<file path="src/rtl/mc_pkg.sv">
// Shared types and constants for the multicycle MIPS controller and its ALU.
package mc_pkg;

  typedef enum logic [3:0] {
    S_FETCH   = 4'd0,
    S_DECODE  = 4'd1,
    S_MEMADR  = 4'd2,
    S_MEMRD   = 4'd3,
    S_MEMWB   = 4'd4,
    S_MEMWR   = 4'd5,
    S_EXEC    = 4'd6,
    S_ALUWB   = 4'd7,
    S_BRANCH  = 4'd8,
    S_ADDIEX  = 4'd9,
    S_ADDIWB  = 4'd10,
    S_JUMP    = 4'd11,
    S_ILLEGAL = 4'd12
  } state_t;

  localparam logic [5:0] OP_RTYPE = 6'b000000;
  localparam logic [5:0] OP_LW    = 6'b100011;
  localparam logic [5:0] OP_SW    = 6'b101011;
  localparam logic [5:0] OP_BEQ   = 6'b000100;
  localparam logic [5:0] OP_BNE   = 6'b000101;
  localparam logic [5:0] OP_ADDI  = 6'b001000;
  localparam logic [5:0] OP_J     = 6'b000010;

  localparam logic [5:0] FN_ADD = 6'b100000;
  localparam logic [5:0] FN_SUB = 6'b100010;
  localparam logic [5:0] FN_AND = 6'b100100;
  localparam logic [5:0] FN_OR  = 6'b100101;
  localparam logic [5:0] FN_SLT = 6'b101010;
  localparam logic [5:0] FN_NOR = 6'b100111;

  localparam logic [3:0] ALU_AND = 4'b0000;
  localparam logic [3:0] ALU_OR  = 4'b0001;
  localparam logic [3:0] ALU_ADD = 4'b0010;
  localparam logic [3:0] ALU_SUB = 4'b0110;
  localparam logic [3:0] ALU_SLT = 4'b0111;
  localparam logic [3:0] ALU_NOR = 4'b1100;

  localparam logic [1:0] SRC_B_RT    = 2'b00;
  localparam logic [1:0] SRC_B_FOUR  = 2'b01;
  localparam logic [1:0] SRC_B_IMM   = 2'b10;
  localparam logic [1:0] SRC_B_IMMSH = 2'b11;

  localparam logic [1:0] PC_SRC_ALU    = 2'b00;
  localparam logic [1:0] PC_SRC_ALUOUT = 2'b01;
  localparam logic [1:0] PC_SRC_JUMP   = 2'b10;

endpackage

</file>
<file path="src/rtl/mc_control_if.sv">
// Controller <-> datapath/IR/memory signal bundle; master is the controller side.
interface mc_control_if;
  logic [5:0] opcode;
  logic [5:0] funct;
  logic       zero;
  logic       mem_ready;
  logic [3:0] controle;
  logic       branch_eq;
  logic       branch_neq;
  logic       alu_src_a;
  logic [1:0] alu_src_b;
  logic [1:0] pc_src;
  logic       pc_en;
  logic       iord;
  logic       mem_read;
  logic       mem_write;
  logic       ir_write;
  logic       reg_write;
  logic       reg_dst;
  logic       mem_to_reg;
  logic       illegal;
  logic [3:0] state;

  modport master (
    input  opcode, funct, zero, mem_ready,
    output controle, branch_eq, branch_neq, alu_src_a, alu_src_b, pc_src, pc_en,
           iord, mem_read, mem_write, ir_write, reg_write, reg_dst, mem_to_reg,
           illegal, state
  );

  modport slave (
    output opcode, funct, zero, mem_ready,
    input  controle, branch_eq, branch_neq, alu_src_a, alu_src_b, pc_src, pc_en,
           iord, mem_read, mem_write, ir_write, reg_write, reg_dst, mem_to_reg,
           illegal, state
  );
endinterface

</file>
<file path="src/rtl/mc_control_alu_op_decode.sv">
// R-type funct field to ALU control code, with a flag for supported functs.
module alu_op_decode
  import mc_pkg::*;
(
  input  logic [5:0] funct,
  output logic [3:0] controle,
  output logic       valid
);

  always_comb begin
    controle = ALU_ADD;
    valid    = 1'b1;
    case (funct)
      FN_ADD:  controle = ALU_ADD;
      FN_SUB:  controle = ALU_SUB;
      FN_AND:  controle = ALU_AND;
      FN_OR:   controle = ALU_OR;
      FN_SLT:  controle = ALU_SLT;
      FN_NOR:  controle = ALU_NOR;
      default: valid    = 1'b0;
    endcase
  end

endmodule

</file>
<file path="src/rtl/mc_control.sv">
// Multicycle MIPS control FSM (Moore outputs plus mem_ready/zero qualifiers).
// Build option: MC_CTRL_BNE_EN enables decoding of bne; otherwise bne is illegal.
//
// state   | meaning
// FETCH   | read instruction, PC+4 when mem_ready
// DECODE  | branch target into ALUOut, dispatch on opcode
// MEMADR  | compute lw/sw address
// MEMRD   | data read, wait for mem_ready
// MEMWB   | load data into rt
// MEMWR   | data write, wait for mem_ready
// EXEC    | R-type ALU operation
// ALUWB   | R-type result into rd
// BRANCH  | compare rs/rt, load PC when taken
// ADDIEX  | rs + sign-ext imm
// ADDIWB  | addi result into rt
// JUMP    | load jump target
// ILLEGAL | flag unsupported instruction, skip it
module mc_control
  import mc_pkg::*;
(
  input  logic         clk,
  input  logic         reset,
  mc_control_if.master bus
);

`ifdef MC_CTRL_BNE_EN
  localparam bit BNE_EN = 1'b1;
`else
  localparam bit BNE_EN = 1'b0;
`endif

  state_t     state_q, state_d;
  logic       is_store_q;
  logic [3:0] fn_ctrl;
  logic       fn_valid;
  logic       op_bne;

  alu_op_decode u_alu_op_decode (
    .funct    (bus.funct),
    .controle (fn_ctrl),
    .valid    (fn_valid)
  );

  assign op_bne    = BNE_EN && (bus.opcode == OP_BNE);
  assign bus.state = state_q;

  // lw/sw choice is captured in DECODE so MEMADR does not depend on the IR.
  always_ff @(posedge clk) begin
    if (reset) begin
      state_q    <= S_FETCH;
      is_store_q <= 1'b0;
    end else begin
      state_q <= state_d;
      if (state_q == S_DECODE) is_store_q <= (bus.opcode == OP_SW);
    end
  end

  always_comb begin
    state_d        = S_FETCH;
    bus.controle   = ALU_ADD;
    bus.branch_eq  = 1'b0;
    bus.branch_neq = 1'b0;
    bus.alu_src_a  = 1'b0;
    bus.alu_src_b  = SRC_B_RT;
    bus.pc_src     = PC_SRC_ALU;
    bus.pc_en      = 1'b0;
    bus.iord       = 1'b0;
    bus.mem_read   = 1'b0;
    bus.mem_write  = 1'b0;
    bus.ir_write   = 1'b0;
    bus.reg_write  = 1'b0;
    bus.reg_dst    = 1'b0;
    bus.mem_to_reg = 1'b0;
    bus.illegal    = 1'b0;

    case (state_q)
      S_FETCH: begin
        bus.mem_read  = 1'b1;
        bus.alu_src_b = SRC_B_FOUR;
        bus.ir_write  = bus.mem_ready;
        bus.pc_en     = bus.mem_ready;
        state_d       = bus.mem_ready ? S_DECODE : S_FETCH;
      end
      S_DECODE: begin
        bus.alu_src_b = SRC_B_IMMSH;
        if (bus.opcode == OP_RTYPE)
          state_d = fn_valid ? S_EXEC : S_ILLEGAL;
        else if (bus.opcode == OP_LW || bus.opcode == OP_SW)
          state_d = S_MEMADR;
        else if (bus.opcode == OP_BEQ || op_bne)
          state_d = S_BRANCH;
        else if (bus.opcode == OP_ADDI)
          state_d = S_ADDIEX;
        else if (bus.opcode == OP_J)
          state_d = S_JUMP;
        else
          state_d = S_ILLEGAL;
      end
      S_MEMADR: begin
        bus.alu_src_a = 1'b1;
        bus.alu_src_b = SRC_B_IMM;
        state_d       = is_store_q ? S_MEMWR : S_MEMRD;
      end
      S_MEMRD: begin
        bus.mem_read = 1'b1;
        bus.iord     = 1'b1;
        state_d      = bus.mem_ready ? S_MEMWB : S_MEMRD;
      end
      S_MEMWB: begin
        bus.reg_write  = 1'b1;
        bus.mem_to_reg = 1'b1;
      end
      S_MEMWR: begin
        bus.mem_write = 1'b1;
        bus.iord      = 1'b1;
        state_d       = bus.mem_ready ? S_FETCH : S_MEMWR;
      end
      S_EXEC: begin
        bus.alu_src_a = 1'b1;
        bus.controle  = fn_ctrl;
        state_d       = S_ALUWB;
      end
      S_ALUWB: begin
        bus.controle  = fn_ctrl;
        bus.reg_write = 1'b1;
        bus.reg_dst   = 1'b1;
      end
      S_BRANCH: begin
        bus.alu_src_a  = 1'b1;
        bus.controle   = ALU_SUB;
        bus.pc_src     = PC_SRC_ALUOUT;
        bus.branch_eq  = (bus.opcode == OP_BEQ);
        bus.branch_neq = op_bne;
        bus.pc_en      = bus.zero;
      end
      S_ADDIEX: begin
        bus.alu_src_a = 1'b1;
        bus.alu_src_b = SRC_B_IMM;
        state_d       = S_ADDIWB;
      end
      S_ADDIWB: begin
        bus.reg_write = 1'b1;
      end
      S_JUMP: begin
        bus.pc_src = PC_SRC_JUMP;
        bus.pc_en  = 1'b1;
      end
      S_ILLEGAL: begin
        bus.illegal = 1'b1;
      end
      default: state_d = S_FETCH;
    endcase
  end

endmodule

</file>
<file path="src/flat_wrapper.sv">
// flat-port wrapper written by rule: the top's interface ports become plain ports
module mc_control_flat import mc_pkg::*;
  (clk, reset, bus_opcode, bus_funct, bus_zero, bus_mem_ready, bus_controle, bus_branch_eq, bus_branch_neq, bus_alu_src_a, bus_alu_src_b, bus_pc_src, bus_pc_en, bus_iord, bus_mem_read, bus_mem_write, bus_ir_write, bus_reg_write, bus_reg_dst, bus_mem_to_reg, bus_illegal, bus_state);
  mc_control_if bus_i ();
  input  logic clk;
  input  logic reset;
  input wire logic [$bits(bus_i.opcode)-1:0] bus_opcode;
  input wire logic [$bits(bus_i.funct)-1:0] bus_funct;
  input wire logic [$bits(bus_i.zero)-1:0] bus_zero;
  input wire logic [$bits(bus_i.mem_ready)-1:0] bus_mem_ready;
  output wire logic [$bits(bus_i.controle)-1:0] bus_controle;
  output wire logic [$bits(bus_i.branch_eq)-1:0] bus_branch_eq;
  output wire logic [$bits(bus_i.branch_neq)-1:0] bus_branch_neq;
  output wire logic [$bits(bus_i.alu_src_a)-1:0] bus_alu_src_a;
  output wire logic [$bits(bus_i.alu_src_b)-1:0] bus_alu_src_b;
  output wire logic [$bits(bus_i.pc_src)-1:0] bus_pc_src;
  output wire logic [$bits(bus_i.pc_en)-1:0] bus_pc_en;
  output wire logic [$bits(bus_i.iord)-1:0] bus_iord;
  output wire logic [$bits(bus_i.mem_read)-1:0] bus_mem_read;
  output wire logic [$bits(bus_i.mem_write)-1:0] bus_mem_write;
  output wire logic [$bits(bus_i.ir_write)-1:0] bus_ir_write;
  output wire logic [$bits(bus_i.reg_write)-1:0] bus_reg_write;
  output wire logic [$bits(bus_i.reg_dst)-1:0] bus_reg_dst;
  output wire logic [$bits(bus_i.mem_to_reg)-1:0] bus_mem_to_reg;
  output wire logic [$bits(bus_i.illegal)-1:0] bus_illegal;
  output wire logic [$bits(bus_i.state)-1:0] bus_state;
  assign bus_i.opcode = bus_opcode;
  assign bus_i.funct = bus_funct;
  assign bus_i.zero = bus_zero;
  assign bus_i.mem_ready = bus_mem_ready;
  assign bus_controle = bus_i.controle;
  assign bus_branch_eq = bus_i.branch_eq;
  assign bus_branch_neq = bus_i.branch_neq;
  assign bus_alu_src_a = bus_i.alu_src_a;
  assign bus_alu_src_b = bus_i.alu_src_b;
  assign bus_pc_src = bus_i.pc_src;
  assign bus_pc_en = bus_i.pc_en;
  assign bus_iord = bus_i.iord;
  assign bus_mem_read = bus_i.mem_read;
  assign bus_mem_write = bus_i.mem_write;
  assign bus_ir_write = bus_i.ir_write;
  assign bus_reg_write = bus_i.reg_write;
  assign bus_reg_dst = bus_i.reg_dst;
  assign bus_mem_to_reg = bus_i.mem_to_reg;
  assign bus_illegal = bus_i.illegal;
  assign bus_state = bus_i.state;
  mc_control u_core (.clk(clk), .reset(reset), .bus(bus_i));
endmodule
</file>
<file path="config.mk">
export PLATFORM = sky130hd
export DESIGN_NAME = mc_control_flat
export DESIGN_NICKNAME = d
export VERILOG_FILES = /design/src/rtl/mc_pkg.sv /design/src/rtl/mc_control_if.sv /design/src/rtl/mc_control_alu_op_decode.sv /design/src/rtl/mc_control.sv /design/src/flat_wrapper.sv
export SDC_FILE = /design/constraint.sdc
export NUM_CORES = 1
export LEC_CHECK = 0
export ABC_AREA = 1
export ABC_CLOCK_PERIOD_IN_PS = 1100
export CORE_MARGIN = 10
export CORE_UTILIZATION = 32
export DETAILED_ROUTE_END_ITERATION = 6
export PLACE_DENSITY_LB_ADDON = 0.2
export SLEW_MARGIN = 0
export SYNTH_ARGS = -nofsm -noshare
export SYNTH_HDL_FRONTEND = slang
export SYNTH_SLANG_ARGS = --single-unit
</file>
<file path="constraint.sdc">
create_clock -name clk -period 1.1 [get_ports clk]
set_clock_uncertainty 0.1 [all_clocks]
set_input_delay 0.165 -clock clk [delete_from_list [all_inputs] [get_ports clk]]
set_output_delay 0.165 -clock clk [all_outputs]
set_load 0.02 [all_outputs]
</file>
# After elaboration in Yosys (flattened, before gate mapping)
# Index checks and enable logic that the tools add are counted.
# Widths: inputs -> output; s select.
# word_totals
in_bits,16
wordCells,62
out_inout_bits,24
reg_bits,5
# op_classes
n_eq_ne,23
n_reduce_logical,10
n_mux,27
# ops
cell,n
$eq 6x6->1 const B,8
$pmux 4 s7,1
$eq 4x4->1 const B,5
$mux 4,5
$pmux 4 s5,1
$eq 4x3->1 const B,4
$mux 1,12
$mux 3,4
$eq 4x2->1 const B,2
$pmux 4 s2,1
$reduce_or 2->1,4
$eq 6x2->1 const B,1
$eq 6x3->1 const B,1
$eq 6x4->1 const B,1
$logic_not 6->1,1
$pmux 2 s3,1
$reduce_or 6->1,1
$eq 4x1->1 const B,1
$logic_not 4->1,1
$pmux 2 s2,1
$reduce_or 4->1,1
$pmux 1 s3,1
$reduce_or 3->1,1
$logic_or 1x1->1,1

# Longest topological paths before layout
# depth
depth_word,7
depth_mapped,9
ltp_nobuf,9

# Cells and area by module
# Synthesis repeated with hierarchy kept, for this count alone.
# hier_totals
hier_cells,127
area_unflattened_um2,670.6
# by_module_without_submodules
mod,seq_area_each_um2,cells_per_inst,area_per_inst_um2,instances
mc_control,100.1,100,528.0,1
alu_op_decode,0.0,27,142.6,1

# Worst setup path after synthesis
# No wires, ideal clock.
# synth_path
kind,register -> output
startpoint,reg u_core.state_q[3] (netlist: u_core.bus.state[3])
endpoint,out bus_branch_eq
setup_slack_ps,-901
path_stages_with_launch,7
path_buffers,0
arrival_time_ps,1736
t_required_ps,835
path_cell_list,dfxtp_1 > inv_2 > nor2_1 > inv_1 > nor2_4 > inv_1 > nor4_1
# synth_via
elab_chain_len,2
# synth_lines
element,line,text
start: declaration,mc_control.sv:32,"state_t state_q, state_d;"
start signal: assignment,mc_control.sv:53,state_q <= state_d;
$eq 4x4->1,mc_control.sv:76,case (state_q)
$mux 1,mc_control.sv:76,
end: declaration,flat_wrapper.sv:12,output wire logic [$bits(bus_i.branch_eq)-1:0] bus_branch_eq;
# No other way between the ends.

# Worst setup path after layout
# layout_path
startpoint,reg u_core.state_q[2] (netlist: u_core.bus.state[2])
endpoint,out bus_controle[1]
# layout_via
elab_chain_len,3
elab_cells_between_ends,5
classes_between,eq/ne (3); mux (1); reduce/logical (1)
# layout_lines
element,line,text
$eq 4x3->1,mc_control.sv:76,
$reduce_or 2->1 (no source line),-,
$pmux 4 s2 *,mc_control.sv:76,
end: declaration,flat_wrapper.sv:11,output wire logic [$bits(bus_i.controle)-1:0] bus_controle;
# Every way passes the cells marked *; elsewhere a longest branch is shown, timed or not.

==> impl_metrics.json <==
{
  "drtPass1Iterations": 7,
  "critPathMaxFanout": 4,
  "die_h_um": 64.5,
  "synth_most_common_cell": "nor2_1",
  "cp.required_ns": 0.83,
  "fin_nets": 226,
  "maxSlewViolCount": 0,
  "fin_ws_ns": -0.695,
  "grt_pass1_wl_um": 5950,
  "core_mm2": 0.00192,
  "total_power_mw": 1.29,
  "violations": "setup timing",
  "maxCapViolations": 0,
  "sequentialPowerShare_pct": 16.5,
  "syn_to_final_growth_pct": 194,
  "hold_start": "u_core.is_store_q$_SDFFE_PP0P_",
  "fin_setup_tns_ns": -12.92,
  "grt_max_degree": 7,
  "syn-instance-count": 113,
  "ctsHoldBuffers": 0,
  "synth_edf_count": 0,
  "ctsLongestPathBuffers": 2,
  "arrival_ns": 1.53,
  "rr_worst_depth": 9,
  "hold_viol": 0,
  "synth_top_area_share_pct": 15.8,
  "p_leak_nw": 0.845,
  "wl_um": 6100,
  "cts_root_buffer": "clkbuf_4",
  "combPwrFrac_pct": 64.7,
  "drt_iter0_markers": 134,
  "netlist_area_um2": 633,
  "port_buffers": 38,
  "pwr-share-clk_pct": 18.8,
  "design_area_mm2": 0.00186,
  "vias": 1471,
  "wl_per_cell_um": 25.7,
  "r2r_end": "u_core.bus.state[0]$_SDFF_PP0_",
  "htree_levels": 1,
  "synth_nets": 129,
  "setup_violations": 28,
  "num_rows": 16,
  "start_util_pct": 32.9,
  "cp_top_family": "flip-flops",
  "die_area_mm2": 0.00416,
  "synth_top_area_cell": "dfxtp_1",
  "die_w_um": 64.5,
  "grt_pass1_vias": 1276,
  "rr_startpoint": "u_core.bus.state[1]$_SDFF_PP0_",
  "synth_commonest_cells": "21 x nor2_1, 18 x inv_1, 17 x nand2_1, 9 x a21oi_1, 8 x nand3_1",
  "place_congestion": 0.882,
  "swShare_pct": 44.8,
  "p_per_area_mw_per_mm2": 692,
  "synth_area_leaders": "dfxtp_1 16%, nor2_1 12%, inv_1 11%",
  "final_util_pct": 97.0,
  "clock-sinks": 5,
  "hold_class": "reg2reg",
  "num_io_pins": 40,
  "clk_pin_slew_worst_paths_ns": 0.06,
  "slowest_stage": "dfxtp_4",
  "ys_ff_latch": 5,
  "end_kind": "output pin",
  "p_int_mw": 0.712,
  "ir_worst_vdd_v": 0.00107,
  "yosysWarnings": 0,
  "synth.distinct_cells": 24,
  "fmax_mhz": 557,
  "rrSetupSlack_ns": -0.61,
  "route.detailed.drc": 0,
  "avgSynthCellArea_um2": 5.60,
  "period_minus_slack_ns": 1.79,
  "cpPeakStageDelay_ns": 0.40,
  "rsz0062_at_grt": "true",
  "p_switching_mw": 0.578,
  "grt-ovfl-total": 0,
  "vias_per_cell": 6.21,
  "insertion_delay_ns": 0.27,
  "ys.flop_type": "dfxtp_1",
  "crit_chain": "inv_6 -> nor2_4 -> nand2_2 -> o21bai_4 -> o21ai_1 -> nand4_1 -> buf_4",
  "antenna_found_initial": 1,
  "async_flop_share_pct": 0,
  "seq_area_frac_synth_pct": 15.8,
  "cts_tree": "yes",
  "post-dp-hpwl_um": 2400,
  "cts_buffers": 3,
  "critPathKind": "reg2out",
  "final_antenna_net_count": 0,
  "drive_gt1_share_pct": 72.7,
  "path_buf_inv": 2,
  "min_path_cells": 2,
  "min_to": "u_core.is_store_q$_SDFFE_PP0P_",
  "period_share_pct": 163,
  "dpl_cell_area_mm2": 0.00145,
  "startpoint_type": "flip-flop",
  "status": "complete, but fails checks",
  "track_usage_pct": 17.1
}
## registers in the layout, summed over array words and instances (netlist names)
register	count
u_core.bus.state	4
u_core.is_store_q	1
## kinds of logic after synthesis
kind of cell,count (synthesis),synth area share (%)
DFF,5,15.8
buffers and inverters,22,13.6
and+or+nand+nor,63,49.8
other,1,0.592
AOI/OAI and AO/OA,22,20.2
## area by class of cell
cell class                      instances  area, µm²
Fill cell                              34       57.6
Timing Repair Buffer                   93        857
Antenna cell                            1       2.50
Tap cell                               27       33.8
Sequential cell                         5        115
Multi-Input combinational cell         86        728
Clock buffer                            4       26.3
Inverter                               21        101
## repair_timing
action                     in CTS  in global routing
hold endpoints to repair        0                  0
setup endpoints to repair      28                 28
gates resized for setup       189                 45
pin swaps                      28                 17
setup buffers                  11                  7
## layer usage
layer / share of wire, % / global-route usage (%) / vias to the layer above
met5: 0 / 0 / -
met4: 8.7 / 6.95 / 0
met3: 14 / 4.98 / 59
met2: 43 / 30.7 / 183
met1: 35 / 18.3 / 666
li1: - / - / 563
## power by group through the flow
stage / clock (mW) / combinational (mW) / sequential [mW]
finish: 0.242 / 0.835 / 0.213
global route: 0.265 / 0.853 / 0.213
CTS: 0.225 / 0.659 / 0.205
detailed placement: 0 / 0.583 / 0.204
global placement: 0 / 0.568 / 0.204
floorplan: 0 / 0.233 / 0.228
## cells in the final DEF, fill, tap and decap left out, types with 3 or more instances in the layout
cell	Yosys	routed
nor2_2	1	8
nand4_1	4	4
nand2_1	17	10
nor2_4	4	14
clkdlybuf4s50_1	0	8
clkbuf_4	0	3
nand2_2	0	5
buf_2	0	4
nand3_1	8	5
buf_4	1	41
dfxtp_4	0	4
nand2_4	2	3
o21ai_1	1	3
a21oi_2	0	7
buf_6	0	33
nor2_1	21	4
inv_1	18	11
inv_2	3	6
## per-stage QoR
stage	hold WS (ns)	cells	setup slack [ns]
finish	0.533	237	-0.695
global route	0.519	237	-0.751
CTS	0.412	231	-0.558
detailed placement	0.408	216	-1.13
global placement	0.403	216	-1.03
floorplan	0.124	113	-0.425
## how the worst max path moves through the flow
stage                              startpoint               to  slack (ns)  cells past startpoint
6_report       u_core.bus.state[2]$_SDFF_PP0_  bus_controle[1]       -0.69                      7
5_1_grt        u_core.bus.state[2]$_SDFF_PP0_  bus_controle[1]       -0.75                      7
4_1_cts        u_core.bus.state[3]$_SDFF_PP0_  bus_controle[1]       -0.56                      7
3_5_place_dp                     bus_funct[5]  bus_controle[1]       -1.13                      9
3_3_place_gp                     bus_funct[5]  bus_controle[1]       -1.03                      9
2_1_floorplan  u_core.bus.state[3]$_SDFF_PP0_    bus_branch_eq       -0.42                      6
## worst min-delay path, cell delays in order (launching register included)
cell and delay, ns:
dfxtp_1 0.35, o21ai_0 0.13, a21oi_2 0.09
Note: power is estimated with default switching activity, not from simulation.
